`src/rtl/bitrev_output_buffer.sv`:
```
// bitrev_output_buffer
//   Ping-pong reorder buffer for the FFT output end. Samples of a frame arrive
//   in bit-reversed index order (the k-th sample is X[bitrev(k)]) and leave in
//   natural order X[0..N-1]. Two N-entry banks let one frame fill while the
//   previous one drains, so the buffer sustains one sample per clock.
//
// Ports
//   clk        clock, all state updates on the rising edge
//   rst_n      asynchronous active-low reset
//   s_valid    input sample valid
//   s_ready    buffer can accept an input sample (registered state only)
//   s_re/s_im  input sample, signed WIDTH-bit components
//   s_last     marks last sample of an input frame; only checked, never resyncs
//   m_valid    output sample valid
//   m_ready    downstream accepts output sample
//   m_re/m_im  output sample in natural order, combinational from bank registers
//   m_last     high with output sample index N-1
//   frame_err  sticky flag: s_last disagreed with the write count
module bitrev_output_buffer #(
    parameter int WIDTH = 16,
    parameter int LOG2N = 3
) (
    input  logic             clk,
    input  logic             rst_n,
    input  logic             s_valid,
    output logic             s_ready,
    input  logic [WIDTH-1:0] s_re,
    input  logic [WIDTH-1:0] s_im,
    input  logic             s_last,
    output logic             m_valid,
    input  logic             m_ready,
    output logic [WIDTH-1:0] m_re,
    output logic [WIDTH-1:0] m_im,
    output logic             m_last,
    output logic             frame_err
);

    localparam int N = 1 << LOG2N;

    logic [2*WIDTH-1:0] mem [2][N];

    logic [LOG2N-1:0] wcnt;
    logic [LOG2N-1:0] rcnt;
    logic             wbank;
    logic             rbank;
    logic [1:0]       full;
    logic [1:0]       full_nxt;

    logic             s_fire;
    logic             m_fire;
    logic             wlast;
    logic             rlast;
    logic [2*WIDTH-1:0] rdata;

    function automatic logic [LOG2N-1:0] bitrev(input logic [LOG2N-1:0] v);
        logic [LOG2N-1:0] r;
        r = '0;
        for (int unsigned i = 0; i < LOG2N; i++) begin
            r[i] = v[LOG2N-1-i];
        end
        return r;
    endfunction

    assign s_ready = ~full[wbank];
    assign m_valid = full[rbank];
    assign s_fire  = s_valid & s_ready;
    assign m_fire  = m_valid & m_ready;
    assign wlast   = (wcnt == '1);
    assign rlast   = (rcnt == '1);

    assign rdata   = mem[rbank][rcnt];
    assign m_re    = rdata[2*WIDTH-1:WIDTH];
    assign m_im    = rdata[WIDTH-1:0];
    assign m_last  = m_valid & rlast;

    // A write only targets an empty bank and a read only frees a full one, so
    // when both complete on the same edge they always touch different banks.
    always_comb begin
        full_nxt = full;
        if (s_fire && wlast) begin
            full_nxt[wbank] = 1'b1;
        end
        if (m_fire && rlast) begin
            full_nxt[rbank] = 1'b0;
        end
    end

    // Bank storage is deliberately not reset; the full bits gate visibility.
    always_ff @(posedge clk) begin
        if (s_fire) begin
            mem[wbank][bitrev(wcnt)] <= {s_re, s_im};
        end
    end

    always_ff @(posedge clk or negedge rst_n) begin
        if (!rst_n) begin
            wcnt      <= '0;
            rcnt      <= '0;
            wbank     <= 1'b0;
            rbank     <= 1'b0;
            full      <= '0;
            frame_err <= 1'b0;
        end else begin
            full <= full_nxt;
            if (s_fire) begin
                // Counter wraps to zero naturally after N-1.
                wcnt <= wcnt + 1'b1;
                if (wlast) begin
                    wbank <= ~wbank;
                end
                if (s_last != wlast) begin
                    frame_err <= 1'b1;
                end
            end
            if (m_fire) begin
                rcnt <= rcnt + 1'b1;
                if (rlast) begin
                    rbank <= ~rbank;
                end
            end
        end
    end

endmodule

```
`config.mk`:
```
export PLATFORM = sky130hd
export DESIGN_NAME = bitrev_output_buffer
export DESIGN_NICKNAME = d
export VERILOG_FILES = /design/src/rtl/bitrev_output_buffer.sv
export SDC_FILE = /design/constraint.sdc
export NUM_CORES = 1
export LEC_CHECK = 0
export ABC_AREA = 1
export ABC_CLOCK_PERIOD_IN_PS = 3990
export CORE_ASPECT_RATIO = 1.1
export CORE_MARGIN = 1
export CORE_UTILIZATION = 35
export DETAILED_ROUTE_END_ITERATION = 12
export SYNTH_ARGS = -nofsm -noshare
export SYNTH_HDL_FRONTEND = slang
export SYNTH_SLANG_ARGS = --single-unit
```
`constraint.sdc`:
```
create_clock -name clk -period 3.99 [get_ports clk]
set_clock_uncertainty 0.05 [all_clocks]
set_input_delay 0.798 -clock clk [delete_from_list [all_inputs] [get_ports clk]]
set_output_delay 0.798 -clock clk [all_outputs]
set_load 0.05 [all_outputs]
```
==> results of run 1 <==
==> routing by layer <==
layer  vias to the layer above  track usage  routed length, um
li1                       7038            -                  -
met1                      6823        0.215              23100
met2                       401        0.281              26400
met3                        82       0.0232               2890
met4                         0       0.0469               1190
met5                         -            0                  0
==> power breakdown <==
part,internal [mW],switching (mW)
logic,2.25,5.01
clock network,2.65,1.98
registers,6.43,0.190
total,11.3,7.18
==> critical path, cell delays in order (launching register included) <==
cell                      delay [ns]
sky130_fd_sc_hd__dfrtp_4        0.55
sky130_fd_sc_hd__inv_6          0.43
sky130_fd_sc_hd__buf_4          0.41
sky130_fd_sc_hd__nand2_1        0.09
sky130_fd_sc_hd__nand2_1        0.08
sky130_fd_sc_hd__nand2_1        0.06
sky130_fd_sc_hd__nand3_1        0.09
sky130_fd_sc_hd__nand3_1        0.07
sky130_fd_sc_hd__nand2_1        0.22
sky130_fd_sc_hd__buf_12         0.17
==> flip-flops by register name, summed over array words and instances, names as in the netlist <==
name	cells
rcnt	3
mem	512
frame_err	1
rbank	1
wcnt	3
full	2
wbank	1
==> cell usage in the layout (no fill, tap or decap), types with 8 or more instances in the layout <==
cell type	instances
sky130_fd_sc_hd__buf_12	34
sky130_fd_sc_hd__clkbuf_16	51
sky130_fd_sc_hd__nand3_1	390
sky130_fd_sc_hd__inv_1	397
sky130_fd_sc_hd__clkinv_1	13
sky130_fd_sc_hd__clkdlybuf4s50_1	40
sky130_fd_sc_hd__ha_1	8
sky130_fd_sc_hd__nand2_1	684
sky130_fd_sc_hd__clkinv_2	9
sky130_fd_sc_hd__clkbuf_1	9
sky130_fd_sc_hd__nor2_4	14
sky130_fd_sc_hd__buf_4	36
sky130_fd_sc_hd__edfxtp_1	512
==> layout make-up <==
| class | count | area [sq um] | area share |
|---|---|---|---|
| Antenna cell | 2 | 5.00 | 0.000192 |
| Clock buffer | 60 | 1310 | 0.0502 |
| Clock inverter | 30 | 269 | 0.0103 |
| Inverter | 401 | 1510 | 0.0580 |
| Multi-Input combinational cell | 1119 | 4920 | 0.189 |
| Sequential cell | 523 | 15700 | 0.600 |
| Tap cell | 841 | 1050 | 0.0403 |
| Timing Repair Buffer | 110 | 1350 | 0.0518 |
==> worst min-delay path by stage <==
stage	depth (start not counted)	endpoint	slack (ns)
detailed placement	1	frame_err	0.44
finish	1	frame_err	0.47
global route	1	frame_err	0.49
global placement	1	wcnt[0]	0.46
floorplan	1	wcnt[0]	0.44
CTS	1	frame_err	0.47
==> through the flow <==
| step | utilization | cells | hold WS, ns | setup slack (ns) |
|---|---|---|---|---|
| 6_report | 0.408 | 3086 | 0.466 | 0.383 |
| 5_1_grt | 0.408 | 3086 | 0.494 | 0.209 |
| 4_1_cts | 0.408 | 3084 | 0.474 | 0.331 |
| 3_5_place_dp | 0.383 | 2994 | 0.442 | 0.712 |
| 3_3_place_gp | 0.383 | 2994 | 0.461 | 0.667 |
| 2_1_floorplan | - | 2152 | 0.444 | 0.113 |
==> cell families after synthesis <==
kind of cell | count (synthesis) | synth area share
flip-flops | 523 | 0.689
XOR/XNOR | 3 | 0.00116
adder cells (fa/ha/maj) | 8 | 0.00441
AO/OA/AOI/OAI | 9 | 0.00259
AND/OR/NAND/NOR | 1099 | 0.204
buffers and inverters | 510 | 0.0990
==> impl_metrics.csv, run 1 <==
group,metric,value,unit
critical_path,crit_fanout,60,
yosys,synth.ff_latch_count,523,
critical_path,worstSetupEndpoint,"m_re[13]",
drt,initialDrtViolationCount,1132,
clocking,clock_tree_from_tritoncts,"done",
timing,final-max-slew-violation-count,0,
global_route,pin_count_of_the_biggest_net_entering_global_routing,176,
timing,fin_crit,3.61,ns
drt,routedWlPerCell,17.4,um
timing,final_period_utilization,0.904,
yosys,synth-edff-count,512,
critical_path,regToRegEndpoint,"mem[0][116]",
yosys,synthTopCellsByArea,"sky130_fd_sc_hd__edfxtp_1 68%, sky130_fd_sc_hd__nand2_1 11%, sky130_fd_sc_hd__nand3_1 8.6%",
finish,nFillCells,6005,
clocking,cts.sinks,523,
yosys,asyncSetResetFlopFracSynth,0.0210,
critical_path,r2r_startpoint,"wbank",
finish,area.growth.synth_to_final,14.9,%
placement,post_dp_cell_area,24500,sq um
hold_path,timing.hold.worst.class,"reg2reg",
critical_path,ff_to_ff_path_depth,7,
global_route,grt-ovfl-total,0,
floorplan,die_h,269,um
clocking,cts_hold_buffers_added,0,
drt,vias,14300,
clocking,post_cts_buffers,0,
finish,num-nets-final,2249,
yosys,synth_most_common_cell,"sky130_fd_sc_hd__nand2_1",
critical_path,r2r_setup_slack,0.97,ns
power,vdd_drop_max,0.000450,V
yosys,syn-instance-count,2152,
floorplan,core_region_area,64000,sq um
clocking,cts_max_path_buffers,3,
timing,rsz0062_at_grt,"no",
timing,worst_pin_slew,0.948,ns
finish,post_route_cells_drive_above_1_share,0.0745,
global_route,grt_pass1_vias,14400,
yosys,syn-num-nets,2197,
global_route,antenna_violations_before_repair,2,
placement,routabilityCongestion,0.769,
outcome,outcome,"finished, final reports clean",
critical_path,crit_start,"rbank",
critical_path,timing.critical_path.to_type,"output port",
finish,post-route-cell-area,26100,sq um
global_route,grt_util_all_layers,0.164,
power,power.leakage,10.9,nW
timing,report.final.hold_viol_count,0,
floorplan,die_w,245,um
clocking,cts.reportedPaths.clkPinSlew,0.06,ns
drt,post-route-drc-count,0,
drt,drt_pre_antenna_iters,5,
clocking,cts_h_tree_depth,2,
placement,port_buffers,72,
clocking,cts_repair_resize_count,0,
hold_path,worstHoldStart,"frame_err",
job,maxCapViolCount,0,
floorplan,placementRows,97,
critical_path,worst-endpoint-arrival,2.76,ns
timing,relSlewSlack,0.367,
floorplan,floorplan.initialDensity,0.355,
power,power.total,18.5,mW
timing,highest_clock_rate,0.277,GHz
timing,finalSetupTns,0,ns
placement,dpl.hpwl,29200,um
drt,ant_nets,0,
drt,routed_wirelength,53600,um
critical_path,startpoint_type,"register",
yosys,ys_types,24,
drt,routed_via_density,4.65,
clocking,clk_latency,0.56,ns
yosys,synth.top_cells.by_count,"684 x sky130_fd_sc_hd__nand2_1, 512 x sky130_fd_sc_hd__edfxtp_1, 400 x sky130_fd_sc_hd__inv_1",
yosys,synth-seq-area-share,0.689,
global_route,wire_length_of_the_first_global_routing_pass,83600,um
yosys,mappedNetlistArea,22700,sq um
yosys,synthesis.area_per_instance,10.6,sq um
yosys,synthFlopType,"sky130_fd_sc_hd__edfxtp_1",
clocking,numCtsBuffers,49,
floorplan,num_io_pins,73,
critical_path,timing.critical_path.required,3.14,ns
clocking,root_buffer,"sky130_fd_sc_hd__clkbuf_16",
critical_path,path_class,"reg2out",
power,cellPowerDensity,710,nW/um^2
floorplan,die_area,65900,sq um
yosys,yosysTopAreaCellShare,0.677,
yosys,synth.largest_area_cell,"sky130_fd_sc_hd__edfxtp_1",
yosys,synth.yosys.warnings,0,
timing,final_count_of_negative_setup_slack_endpoints,0,
Power figures use the tool's default switching activity.
==> run 2: changes to the inputs <==
--- a/config.mk
+++ b/config.mk
@@ -6,7 +6,7 @@
 export NUM_CORES = 1
 export LEC_CHECK = 0
 export ABC_AREA = 1
-export ABC_CLOCK_PERIOD_IN_PS = 3990
+export ABC_CLOCK_PERIOD_IN_PS = 4300
 export CORE_ASPECT_RATIO = 1.1
 export CORE_MARGIN = 1
 export CORE_UTILIZATION = 35
==> constraint.sdc (replaced) <==
create_clock -name clk -period 4.3 [get_ports clk]
set_clock_uncertainty 0.05 [all_clocks]
set_input_delay 0.86 -clock clk [delete_from_list [all_inputs] [get_ports clk]]
set_output_delay 0.86 -clock clk [all_outputs]
set_load 0.05 [all_outputs]
==> impl_metrics.csv, run 2 (same netlist as run 1, synthesis figures left out) <==
group,metric,value,unit
timing,rsz0062_at_grt,"no",
critical_path,crit_fanout,72,
global_route,wire_length_of_the_first_global_routing_pass,84700,um
hold_path,timing.hold.worst_endpoint,"frame_err",
critical_path,path_common_cell,"sky130_fd_sc_hd__nand2_1",
hold_path,hold_path_depth,1,
finish,area.growth.synth_to_final,14.1,%
critical_path,worst_path_max_delay_cell,"sky130_fd_sc_hd__buf_4",
critical_path,biggest_cell_delay_along_the_critical_path,0.64,ns
timing,fin_crit,4.11,ns
clocking,root_buffer,"sky130_fd_sc_hd__clkbuf_16",
drt,drt_pre_antenna_iters,5,
placement,port_buffers,72,
finish,num-nets-final,2252,
critical_path,path_class,"reg2out",
drt,initialDrtViolationCount,1144,
critical_path,startpoint_type,"register",
critical_path,ff_to_ff_path_depth,7,
power,power.leakage,10.8,nW
timing,highest_clock_rate,0.243,GHz
timing,relSlewSlack,0.454,
critical_path,path_buf_inv,3,
critical_path,timing.critical_path.required,3.39,ns
floorplan,placementRows,97,
critical_path,worst-endpoint-arrival,3.20,ns
clocking,clock_tree_from_tritoncts,"done",
floorplan,die_w,245,um
clocking,cts_max_path_buffers,3,
drt,routed_wirelength,55000,um
clocking,cts.reportedPaths.clkPinSlew,0.06,ns
clocking,cts_hold_buffers_added,0,
hold_path,timing.hold.worst.class,"reg2reg",
timing,final_count_of_negative_setup_slack_endpoints,0,
critical_path,r2r_startpoint,"wbank",
placement,dpl.hpwl,29000,um
hold_path,worstHoldStart,"frame_err",
finish,largest-register,"mem",
power,vdd_drop_max,0.000502,V
floorplan,floorplan.initialDensity,0.355,
floorplan,num_io_pins,73,
global_route,pin_count_of_the_biggest_net_entering_global_routing,138,
drt,routed_via_density,4.76,
finish,most-common-layout-cells,"684 x sky130_fd_sc_hd__nand2_1, 512 x sky130_fd_sc_hd__edfxtp_1, 397 x sky130_fd_sc_hd__inv_1",
job,maxCapViolCount,0,
critical_path,r2r_setup_slack,1.32,ns
drt,post-route-drc-count,0,
global_route,grt_pass1_vias,14800,
floorplan,die_h,269,um
timing,worst_pin_slew,0.818,ns
clocking,cts.sinks,523,
clocking,post_cts_buffers,0,
critical_path,cp.depth,9,
clocking,cts_repair_resize_count,0,
clocking,numCtsBuffers,50,
finish,final_common_cell,"sky130_fd_sc_hd__nand2_1",
timing,final_period_utilization,0.957,
timing,final-max-slew-violation-count,0,
finish,antenna_cells,0,
critical_path,crit_path_cell_trace,"buf_4 > buf_4 > nand2_1 > nand2_1 > nand2_1 > nand3_1 > nand3_1 > nand2_1 > buf_4",
clocking,clk_latency,0.57,ns
timing,hold-worst-slack,0.441,ns
floorplan,core_region_area,64000,sq um
finish,finish.utilization,0.405,
power,power.total,16.9,mW
outcome,outcome,"finished, final reports clean",
drt,routedWlPerCell,17.8,um
floorplan,die_area,65900,sq um
critical_path,regToRegEndpoint,"mem[0][195]",
critical_path,timing.critical_path.to_type,"output port",
drt,ant_nets,0,
drt,vias,14700,
finish,max_reg_flops,512,
clocking,cts_h_tree_depth,2,
global_route,grt-ovfl-total,0,
power,cellPowerDensity,654,nW/um^2
timing,finalSetupTns,0,ns
global_route,grt_util_all_layers,0.167,
global_route,antenna_violations_before_repair,1,
finish,reg.largest.list,"mem x512, rcnt x3, wcnt x3",
critical_path,critical_path.top_delay_family,"buffers and inverters",
timing,report.final.hold_viol_count,0,
finish,post_route_cells_drive_above_1_share,0.0712,
placement,routabilityCongestion,0.778,
[run 2: final cells by class]
cell class / instances / area, sq um
Timing Repair Buffer: 112 / 1100
Fill cell: 5953 / 38000
Clock buffer: 58 / 1280
Inverter: 401 / 1510
Sequential cell: 523 / 15700
Clock inverter: 33 / 383
Multi-Input combinational cell: 1119 / 4920
Tap cell: 841 / 1050
[run 2: per-stage QoR]
step / area [sq um] / worst slack, ns / cells
4_1_cts: 25900 / 0.216 / 3087
3_3_place_gp: 24200 / 0.835 / 2996
5_1_grt: 25900 / 0.0350 / 3087
2_1_floorplan: 22700 / 0.361 / 2152
6_report: 25900 / 0.185 / 3087
3_5_place_dp: 24200 / 0.821 / 2996
[run 2: how the worst max path moves through the flow]
stage	start	to	slack, ns
5_1_grt	rbank	m_im[15]	0.03
3_3_place_gp	rbank	m_re[4]	0.83
4_1_cts	rbank	m_im[15]	0.22
3_5_place_dp	rbank	m_im[15]	0.82
2_1_floorplan	s_valid	mem[0][32]	0.36
6_report	rbank	m_im[15]	0.19
[run 2: power breakdown]
group	internal [mW]	switching [mW]	leakage (nW)	total (mW)
sequential	5.97	0.170	4.74	6.14
clock	2.62	1.87	0.806	4.49
combinational	1.74	4.56	5.27	6.31
[run 2: metal layers]
metal,vias to the layer above,global-route usage,part of all wire
li1,7043,-,-
met1,7105,0.212,0.42
met2,417,0.282,0.49
met3,127,0.0258,0.053
met4,2,0.0734,0.039
met5,-,0,0.00024
